--- src/rtl/id_stage_pipe_if.sv ---
// ID stage boundary bundle: IF request, write-back port, EX handshake and ID/EX register outputs.
// master: the decode stage itself; slave: the surrounding pipeline that drives it.
// XLEN/RAW must match the id_stage_pipe instance the bundle is attached to.
interface id_stage_pipe_if #(
    parameter int XLEN = 32,
    parameter int RAW  = 5
);
    logic            if_valid;
    logic [31:0]     if_instr;
    logic [31:0]     if_pc;
    logic            id_ready;
    logic            wb_we;
    logic [RAW-1:0]  wb_addr;
    logic [XLEN-1:0] wb_data;
    logic            ex_ready;
    logic            flush;
    logic            ex_valid;
    logic [31:0]     ex_pc;
    logic [5:0]      ex_op;
    logic [5:0]      ex_funct;
    logic [4:0]      ex_shamt;
    logic [XLEN-1:0] ex_rs_data;
    logic [XLEN-1:0] ex_rt_data;
    logic [XLEN-1:0] ex_imm;
    logic [25:0]     ex_target;
    logic [RAW-1:0]  ex_dst;
    logic            ex_regwrite;
    logic            ex_memread;
    logic            ex_memwrite;

    modport master (
        input  if_valid, if_instr, if_pc, wb_we, wb_addr, wb_data, ex_ready, flush,
        output id_ready, ex_valid, ex_pc, ex_op, ex_funct, ex_shamt, ex_rs_data,
               ex_rt_data, ex_imm, ex_target, ex_dst, ex_regwrite, ex_memread, ex_memwrite
    );

    modport slave (
        output if_valid, if_instr, if_pc, wb_we, wb_addr, wb_data, ex_ready, flush,
        input  id_ready, ex_valid, ex_pc, ex_op, ex_funct, ex_shamt, ex_rs_data,
               ex_rt_data, ex_imm, ex_target, ex_dst, ex_regwrite, ex_memread, ex_memwrite
    );
endinterface

--- src/rtl/id_stage_pipe.sv ---
// Decode stage: decodes IF word, reads bypassed register file, detects load-use, fills ID/EX register.
// Latency: 1 cycle from accept (if_valid && id_ready) to ex_valid.
// Backpressure: ex_ready low holds ID/EX and drops id_ready; load-use inserts one bubble; flush kills ID/EX.
module id_stage_pipe #(
    parameter int XLEN     = 32,
    parameter int NUM_REGS = 32,
    parameter int RAW      = $clog2(NUM_REGS),
    parameter int LINK_REG = 31
) (
    input  logic               clk,
    input  logic               reset,
    id_stage_pipe_if.master    bus
);
    typedef struct packed {
        logic [31:0]     pc;
        logic [5:0]      op;
        logic [5:0]      funct;
        logic [4:0]      shamt;
        logic [XLEN-1:0] rs_data;
        logic [XLEN-1:0] rt_data;
        logic [XLEN-1:0] imm;
        logic [25:0]     target;
        logic [RAW-1:0]  dst;
        logic            regwrite;
        logic            memread;
        logic            memwrite;
    } ex_fields_t;

    localparam logic [RAW-1:0] LINK_ADDR = RAW'(LINK_REG);

    logic [XLEN-1:0] rf [NUM_REGS];
    ex_fields_t      dec;
    ex_fields_t      ex_reg;
    logic            ex_live;
    logic [5:0]      op;
    logic [15:0]     imm16;
    logic [RAW-1:0]  rs;
    logic [RAW-1:0]  rt;
    logic [RAW-1:0]  rd;
    logic            rs_used;
    logic            rt_used;
    logic            stall;

    assign op    = bus.if_instr[31:26];
    assign imm16 = bus.if_instr[15:0];
    assign rs    = bus.if_instr[21 +: RAW];
    assign rt    = bus.if_instr[16 +: RAW];
    assign rd    = bus.if_instr[11 +: RAW];

    // Register file write port; r0 is never written so it stays zero.
    always_ff @(posedge clk or posedge reset) begin
        if (reset) begin
            for (int i = 0; i < NUM_REGS; i++) rf[i] <= '0;
        end else if (bus.wb_we && bus.wb_addr != '0) begin
            rf[bus.wb_addr] <= bus.wb_data;
        end
    end

    // Decode the presented word into the ID/EX field set, including bypassed operand reads.
    always_comb begin
        dec          = '0;
        dec.pc       = bus.if_pc;
        dec.op       = op;
        dec.funct    = bus.if_instr[5:0];
        dec.shamt    = bus.if_instr[10:6];
        dec.target   = bus.if_instr[25:0];

        dec.rs_data = rf[rs];
        if (bus.wb_we && bus.wb_addr == rs) dec.rs_data = bus.wb_data;
        if (rs == '0) dec.rs_data = '0;
        dec.rt_data = rf[rt];
        if (bus.wb_we && bus.wb_addr == rt) dec.rt_data = bus.wb_data;
        if (rt == '0) dec.rt_data = '0;

        case (op)
            6'h00: begin
                dec.dst      = rd;
                dec.regwrite = (bus.if_instr[5:0] != 6'h08);
            end
            6'h08, 6'h09, 6'h0A, 6'h0B, 6'h0C, 6'h0D, 6'h0E, 6'h0F: begin
                dec.dst      = rt;
                dec.regwrite = 1'b1;
            end
            6'h23: begin
                dec.dst      = rt;
                dec.regwrite = 1'b1;
                dec.memread  = 1'b1;
            end
            6'h2B:   dec.memwrite = 1'b1;
            6'h03: begin
                dec.dst      = LINK_ADDR;
                dec.regwrite = 1'b1;
            end
            default: ;
        endcase

        case (op)
            6'h0C, 6'h0D, 6'h0E: dec.imm = XLEN'(imm16);
            6'h0F:               dec.imm = XLEN'({imm16, 16'h0000});
            default:             dec.imm = XLEN'($signed(imm16));
        endcase
    end

    // Operand usage and load-use detection against the load sitting in ID/EX.
    always_comb begin
        rs_used = !(op inside {6'h02, 6'h03, 6'h0F});
        rt_used = op inside {6'h00, 6'h2B, 6'h04, 6'h05};
        stall   = bus.if_valid && ex_live && ex_reg.memread && ex_reg.dst != '0 &&
                  ((rs_used && ex_reg.dst == rs) || (rt_used && ex_reg.dst == rt));
    end

    assign bus.id_ready = !stall && (!ex_live || bus.ex_ready);

    // ID/EX register: flush, then EX hold, then bubble, then load.
    always_ff @(posedge clk or posedge reset) begin
        if (reset) begin
            ex_live <= 1'b0;
            ex_reg  <= '0;
        end else if (bus.flush) begin
            ex_live <= 1'b0;
        end else if (ex_live && !bus.ex_ready) begin
            ex_live <= 1'b1;
        end else if (stall) begin
            ex_live <= 1'b0;
        end else if (bus.if_valid) begin
            ex_live <= 1'b1;
            ex_reg  <= dec;
        end else begin
            ex_live <= 1'b0;
        end
    end

    assign bus.ex_valid    = ex_live;
    assign bus.ex_pc       = ex_reg.pc;
    assign bus.ex_op       = ex_reg.op;
    assign bus.ex_funct    = ex_reg.funct;
    assign bus.ex_shamt    = ex_reg.shamt;
    assign bus.ex_rs_data  = ex_reg.rs_data;
    assign bus.ex_rt_data  = ex_reg.rt_data;
    assign bus.ex_imm      = ex_reg.imm;
    assign bus.ex_target   = ex_reg.target;
    assign bus.ex_dst      = ex_reg.dst;
    assign bus.ex_regwrite = ex_reg.regwrite;
    assign bus.ex_memread  = ex_reg.memread;
    assign bus.ex_memwrite = ex_reg.memwrite;
endmodule

--- src/flat_wrapper.sv ---
// flat-port wrapper written by rule: the top's interface ports become plain ports
module id_stage_pipe_flat 
#(
    parameter int XLEN     = 32,
    parameter int NUM_REGS = 32,
    parameter int RAW      = $clog2(NUM_REGS),
    parameter int LINK_REG = 31
)
  (clk, reset, bus_if_valid, bus_if_instr, bus_if_pc, bus_wb_we, bus_wb_addr, bus_wb_data, bus_ex_ready, bus_flush, bus_id_ready, bus_ex_valid, bus_ex_pc, bus_ex_op, bus_ex_funct, bus_ex_shamt, bus_ex_rs_data, bus_ex_rt_data, bus_ex_imm, bus_ex_target, bus_ex_dst, bus_ex_regwrite, bus_ex_memread, bus_ex_memwrite);
  id_stage_pipe_if #(.XLEN(XLEN), .RAW(RAW)) bus_i ();
  input  logic clk;
  input  logic reset;
  input wire logic [$bits(bus_i.if_valid)-1:0] bus_if_valid;
  input wire logic [$bits(bus_i.if_instr)-1:0] bus_if_instr;
  input wire logic [$bits(bus_i.if_pc)-1:0] bus_if_pc;
  input wire logic [$bits(bus_i.wb_we)-1:0] bus_wb_we;
  input wire logic [$bits(bus_i.wb_addr)-1:0] bus_wb_addr;
  input wire logic [$bits(bus_i.wb_data)-1:0] bus_wb_data;
  input wire logic [$bits(bus_i.ex_ready)-1:0] bus_ex_ready;
  input wire logic [$bits(bus_i.flush)-1:0] bus_flush;
  output wire logic [$bits(bus_i.id_ready)-1:0] bus_id_ready;
  output wire logic [$bits(bus_i.ex_valid)-1:0] bus_ex_valid;
  output wire logic [$bits(bus_i.ex_pc)-1:0] bus_ex_pc;
  output wire logic [$bits(bus_i.ex_op)-1:0] bus_ex_op;
  output wire logic [$bits(bus_i.ex_funct)-1:0] bus_ex_funct;
  output wire logic [$bits(bus_i.ex_shamt)-1:0] bus_ex_shamt;
  output wire logic [$bits(bus_i.ex_rs_data)-1:0] bus_ex_rs_data;
  output wire logic [$bits(bus_i.ex_rt_data)-1:0] bus_ex_rt_data;
  output wire logic [$bits(bus_i.ex_imm)-1:0] bus_ex_imm;
  output wire logic [$bits(bus_i.ex_target)-1:0] bus_ex_target;
  output wire logic [$bits(bus_i.ex_dst)-1:0] bus_ex_dst;
  output wire logic [$bits(bus_i.ex_regwrite)-1:0] bus_ex_regwrite;
  output wire logic [$bits(bus_i.ex_memread)-1:0] bus_ex_memread;
  output wire logic [$bits(bus_i.ex_memwrite)-1:0] bus_ex_memwrite;
  assign bus_i.if_valid = bus_if_valid;
  assign bus_i.if_instr = bus_if_instr;
  assign bus_i.if_pc = bus_if_pc;
  assign bus_i.wb_we = bus_wb_we;
  assign bus_i.wb_addr = bus_wb_addr;
  assign bus_i.wb_data = bus_wb_data;
  assign bus_i.ex_ready = bus_ex_ready;
  assign bus_i.flush = bus_flush;
  assign bus_id_ready = bus_i.id_ready;
  assign bus_ex_valid = bus_i.ex_valid;
  assign bus_ex_pc = bus_i.ex_pc;
  assign bus_ex_op = bus_i.ex_op;
  assign bus_ex_funct = bus_i.ex_funct;
  assign bus_ex_shamt = bus_i.ex_shamt;
  assign bus_ex_rs_data = bus_i.ex_rs_data;
  assign bus_ex_rt_data = bus_i.ex_rt_data;
  assign bus_ex_imm = bus_i.ex_imm;
  assign bus_ex_target = bus_i.ex_target;
  assign bus_ex_dst = bus_i.ex_dst;
  assign bus_ex_regwrite = bus_i.ex_regwrite;
  assign bus_ex_memread = bus_i.ex_memread;
  assign bus_ex_memwrite = bus_i.ex_memwrite;
  id_stage_pipe #(.XLEN(XLEN), .NUM_REGS(NUM_REGS), .RAW(RAW), .LINK_REG(LINK_REG)) u_core (.clk(clk), .reset(reset), .bus(bus_i));
endmodule
--- config.mk ---
export PLATFORM = sky130hd
export DESIGN_NAME = id_stage_pipe_flat
export DESIGN_NICKNAME = d
export VERILOG_FILES = /design/src/rtl/id_stage_pipe_if.sv /design/src/rtl/id_stage_pipe.sv /design/src/flat_wrapper.sv
export SDC_FILE = /design/constraint.sdc
export NUM_CORES = 2
export LEC_CHECK = 0
export CAP_MARGIN = 20
export CELL_PAD_IN_SITES_DETAIL_PLACEMENT = 1
export CELL_PAD_IN_SITES_GLOBAL_PLACEMENT = 2
export CORE_ASPECT_RATIO = 2
export CORE_UTILIZATION = 45
export CTS_CLUSTER_DIAMETER = 150
export DETAILED_ROUTE_END_ITERATION = 7
export HOLD_SLACK_MARGIN = 0.1
export PLACE_DENSITY = 0.9
export SLEW_MARGIN = 20
export SYNTH_ARGS = -nofsm -noshare
export SYNTH_HDL_FRONTEND = slang
export SYNTH_SLANG_ARGS = --single-unit
--- constraint.sdc ---
create_clock -name clk -period 47 [get_ports clk]
set_input_delay 4.7 -clock clk [delete_from_list [all_inputs] [get_ports clk]]
set_output_delay 4.7 -clock clk [all_outputs]
set_load 0.05 [all_outputs]
* After elaboration in Yosys (flattened, before gate mapping)
Cells that the tools add are included.
Word-level totals: register bits 1204, logic and storage cells 123
Operators by class: $lt $le $gt $ge 4, equality and inequality tests 19, multiplexer cells 21, bitwise logic cells 6, reduce and logical (&&, ||, !) cells 28
Operators by type and width (count):
- 1024-bit bitwise mux | 1
- 32-bit binary-select mux with 5-bit select | 2
- 32-bit two-way mux | 9
- 32-bit demux with 5-bit select | 1
- 32-bit one-hot mux with 2 select lines | 1
- 6-bit by 4-bit == test with 1-bit output, second input constant | 8
- 5-bit == test | 4
- 6-bit >= comparator, second input constant | 3
- 5-bit inverter with 6-bit output | 3
- 6-bit one-hot mux with 3 select lines | 1
- 6-bit by 2-bit == test with 1-bit output, second input constant | 2
- 6-bit by 3-bit == test with 1-bit output, second input constant | 2
- 6-bit == test, second input constant | 2
- 1-bit logical AND | 12
- 5-bit zero test | 2
- 5-bit nonzero test | 2
- 9-bit OR reduction | 1
- 6-bit zero test | 1
- 6-bit by 1-bit less-than comparator with 1-bit output, second input constant | 1
- 1-bit two-way mux | 6
- 6-bit by 4-bit != test with 1-bit output, second input constant | 1
- 1-bit zero test | 4
- 4-bit AND reduction | 1
- 4-bit nonzero test | 1
- other kinds (4) | 7

* Depth between registers and ports, before layout
depth after elaboration 9, gate-level depth with buffers 11, gate-level depth less buffers 6

* Worst setup path after synthesis
OpenSTA, ideal clock, no wires.
path kind input-to-output, from input port bus_if_instr[28], to output port bus_id_ready, data arrival time 6194 ps, required time 42300 ps, path slack 36106 ps, stages 4, cells stage by stage or4_4 -> o2111a_1 -> a32oi_2 -> o21a_1
Between the ends: longest elaborated chain between the ends 8, elaborated cells on any way between the ends 16, classes of those cells eq/ne: 6; reduce/logical: 10
Ends and longest elaborated chain:
- start: declaration | line flat_wrapper.sv:14 | input wire logic [$bits(bus_i.if_instr)-1:0] bus_if_instr;
- 6-bit by 2-bit == test with 1-bit output or 6-bit by 4-bit == test with 1-bit output (tied branches) | line id_stage_pipe.sv:106 | rs_used = !(op inside {6'h02, 6'h03, 6'h0F});
- 3-bit nonzero test | line id_stage_pipe.sv:106
- 1-bit zero test | line id_stage_pipe.sv:106
- 1-bit logical AND | line id_stage_pipe.sv:109 | ((rs_used && ex_reg.dst == rs) || (rt_used && ex_reg.dst == rt));
- 1-bit logical OR (*) | line id_stage_pipe.sv:109
- 1-bit logical AND (*) | line id_stage_pipe.sv:108 | stall = bus.if_valid && ex_live && ex_reg.memread && ex_reg.dst != '0 &&
- 1-bit zero test (*) | line id_stage_pipe.sv:112 | assign bus.id_ready = !stall && (!ex_live || bus.ex_ready);
- 1-bit logical AND (*) | line id_stage_pipe.sv:112
- end: declaration | line flat_wrapper.sv:21 | output wire logic [$bits(bus_i.id_ready)-1:0] bus_id_ready;
Every way passes the cells marked *; elsewhere a longest branch is shown, timed or not.

* Worst setup path after layout
from input port bus_if_instr[30], to output port bus_id_ready
The elaborated chain is that of the path after synthesis.

==> summary.txt <==
Synth
  – #FFs+latches synth: 1,193
  – Synth warn: 0
  – Area of the mapped netlist: 60,370 um^2
  – Post-synth EDFFs: 0
  – Register area share after synthesis: 0.4945
  – Async S/R FF share, synth: 1.000
  – Synth Flop Type: dfrtp_1
  – Syn_nets: 4,204
  – Unique cell type count in the Yosys netlist: 52
  – Post-Synthesis Cells: 4,097
  – Average size of a mapped cell: 14.73 um^2

GRT
  – Grt total ovfl: 0
  – First-pass GRT wire length: 305.3 mm
  – Largest net degree at the start of global routing: 165
  – Tot GR Track Use: 0.3080
  – Antenna violations before repair: 5
  – Number of global-route vias before repair: 45,111

Detailed routing
  – Vias: 39,963
  – Routed WL: 204.8 mm
  – Iter 0 DRT Violations: 3,283
  – Vias per inst: 6.747
  – ANT nets after route: 0
  – Drt pass-1 iters: 8
  – DRC: 31
  – Routed length per instance: 34.57 um

Timing
  – Min cycle time layout: 12,370 ps
  – Sum Neg Setup Slack: 0 ps
  – Setup violators final: 0
  – Slew @ Worst Pin: 1108 ps
  – Hold Fails Final Rpt: 0
  – Final Cycle Share: 0.2632
  – Hold_ws: 401.5 ps
  – Fmax: 0.08084 GHz
  – RSZ-0062 raised after global routing: false
  – Slew margin rel.: 0.2614
  – Final Slew Violations: 0
  – Final Skew: 20.33 ps

Clock tree
  – Post-CTS Setup Inserts: 0
  – CTS clk-pin slew, worst paths: 70 ps
  – Clk Latency, worst-skew pair: 740 ps
  – CTS H-Tree Depth: 3
  – CTS sink count: 1,193
  – CTS tree: done
  – Root buf cell: clkbuf_16
  – Clock Path Buffers: 3
  – Gates resized, CTS repair: 0
  – CTS Buf Count: 104
  – Hold-fix buffers at CTS: 0

Floorplanning
  – Initial Utilization: 0.4542
  – Die W: 261.0 um
  – Chip height: 520.0 um
  – Io pins: 288
  – Area of the core: 132,900 um^2
  – Cell Rows: 189
  – Die area: 135,700 um^2

Flow run
  – Max-cap violations: 0

Power
  – Sequential share of power: 0.453
  – Clock Power Share: 0.310
  – NetSw: 918.1 uW
  – Internal power: 2118 uW
  – Peak supply drop: 0.02833 mV
  – Leakage power: 0.02881 uW
  – Sw Ratio: 0.3024
  – Pwr dens: 44.52 nW/um^2
  – Comb power frac: 0.237

Setup path
  – Arr. time, crit path: 7670 ps
  – Reg2Reg Launch Point: u_core.bus.ex_dst[3]
  – Critical Path Source: bus_if_instr[30]
  – Worst EP required: 42,300 ps
  – CP endpoint kind: primary output
  – Critical path class: input pin to primary output
  – CP Launch Type: input pin
  – Crit path max fanout: 8

Finish
  – Final net count: 4,224
  – Post-Layout Cell Count: 5,923
  – Fillers: 12,578
  – Area grow syn2layout: 12.96%
  – Share of cells above drive strength 1: 0.4587

Placement
  – Placed insts: 5,726
  – PortBufs: 287
  – DPL Wire Length: 117.1 mm
  – Final GP Congestion: 0.8097

Hold path
  – Worst Hold Class: flip-flop to flip-flop
  – Hold_sp: u_core.rf[1010]

Status
  – Failing checks: design-rule violations
  – Status: complete, but fails checks
-- cell type report --
cell class                      instances  area, um^2  area share
Antenna cell                            1       2.502  0.00003669
Clock buffer                          150        3138     0.04601
Clock inverter                         42       563.0    0.008256
Inverter                                3       18.77   0.0002752
Multi-Input combinational cell       2431       28890      0.4236
Sequential cell                      1193       29850      0.4378
Tap cell                             1719        2151     0.03154
Timing Repair Buffer                  384        3583     0.05255
-- cell usage in the layout, fill, tap and decap left out, types with 15 or more instances in the layout --
cell type / instances
mux4_2: 500
a221o_1: 64
clkbuf_16: 106
buf_4: 91
a22oi_1: 250
nand2_1: 127
xor2_1: 15
nor2_1: 73
mux2i_1: 18
o21ai_0: 42
dfrtp_1: 1193
clkdlybuf4s50_1: 251
clkinv_2: 18
a21oi_1: 142
mux2_2: 1057
nor2_4: 20
clkbuf_8: 34
buf_2: 28
nand2_2: 15
-- worst max-delay path: stages --
cell	delay, ps
clkdlybuf4s50_1	570
or4_4	560
o2111a_1	260
a32oi_2	510
o21a_1	190
clkdlybuf4s50_1	870
-- synth_stat cells (all sizes together), types with 2 or more instances --
master  number  share of area
a21oi      142          0.012
a221o       64          0.011
nand2      142         0.0088
xnor2        5        0.00073
nand3        9        0.00075
a41oi        2        0.00029
nor4         3        0.00031
mux2      1057           0.20
nor3         5        0.00058
nand2b       3        0.00031
o211ai       3        0.00046
mux2i       18         0.0030
dfrtp     1193           0.49
nor2        93         0.0058
a211oi       7        0.00087
nand3b       4        0.00050
a31oi        2        0.00021
buf        156          0.012
clkbuf     314          0.020
o21ai       44         0.0036
mux4       500           0.19
a22oi      250          0.031
or4          4        0.00056
and2         7        0.00073
nor2b       19         0.0020
xor2        15         0.0022
a221oi       9         0.0013
nor3b        4        0.00050
o41ai        2        0.00029
nand4b       5        0.00073
inv          3        0.00019
-- registers in the layout, indices dropped and copies added (netlist names) --
name                    cells
u_core.rf                1024
u_core.bus.ex_imm          32
u_core.bus.ex_pc           32
u_core.bus.ex_rs_data      32
u_core.bus.ex_rt_data      32
u_core.bus.ex_target       26
u_core.bus.ex_op            6
u_core.bus.ex_dst           5
u_core.bus.ex_memread       1
u_core.bus.ex_memwrite      1
u_core.bus.ex_regwrite      1
u_core.bus.ex_valid         1
-- power by group through the flow --
stage	sequential, uW	combinational [uW]	clock (uW)
final	1380	720	940
after global routing	1400	762	982
after CTS	1370	724	953
after detailed placement	1380	717	0
after global placement	1360	694	0
after floorplan	1430	441	0
-- stage by stage --
step | total power, uW | setup slack [ps] | cell area [um^2] | util
after detailed placement | 2102 | 34650 | 64510 | 0.4854
after global placement | 2052 | 34670 | 64530 | 0.4855
after global routing | 3140 | 34540 | 68200 | 0.5131
final | 3036 | 34630 | 68200 | 0.5131
after CTS | 3046 | 34630 | 68210 | 0.5132
after floorplan | 1870 | 8692 | 60370 | -
-- path summary, 6_finish.rpt --
path | endpoint | slack [ps] | cells after the start
worst max-delay path | bus_id_ready | 34630 | 6
worst min-delay path | u_core.rf[1010] | 400 | 0
min in group asynchronous | u_core.bus.ex_rt_data[16] | 4540 | 2
max in group asynchronous | u_core.rf[506] | 38440 | 6
worst min register to register | u_core.rf[1010] | 400 | 0
worst max register to register | u_core.bus.ex_pc[0] | 42790 | 7
-- layer usage --
metal / wire [um] / track usage / vias up
met3: 13130 / 0.05273 / 728
met5: 76 / 0 / -
met2: 104700 / 0.5220 / 1757
li1: - / - / 15733
met1: 71570 / 0.3573 / 21733
met4: 15340 / 0.2009 / 12
-- cells by family (layout without fill, tap and decap cells) --
| kind of cell | count (synthesis) | in the layout | share of synthesized area |
|---|---|---|---|
| multiplexers | 1575 | 1575 | 0.3867 |
| XOR/XNOR | 20 | 20 | 0.002902 |
| other | 0 | 1 | 0 |
| AO/OA/AOI/OAI | 531 | 531 | 0.06151 |
| buffers and inverters | 473 | 579 | 0.03192 |
| flip-flops | 1193 | 1193 | 0.4945 |
| AND/OR/NAND/NOR | 305 | 305 | 0.02247 |
(Power assumes the default switching activity.)
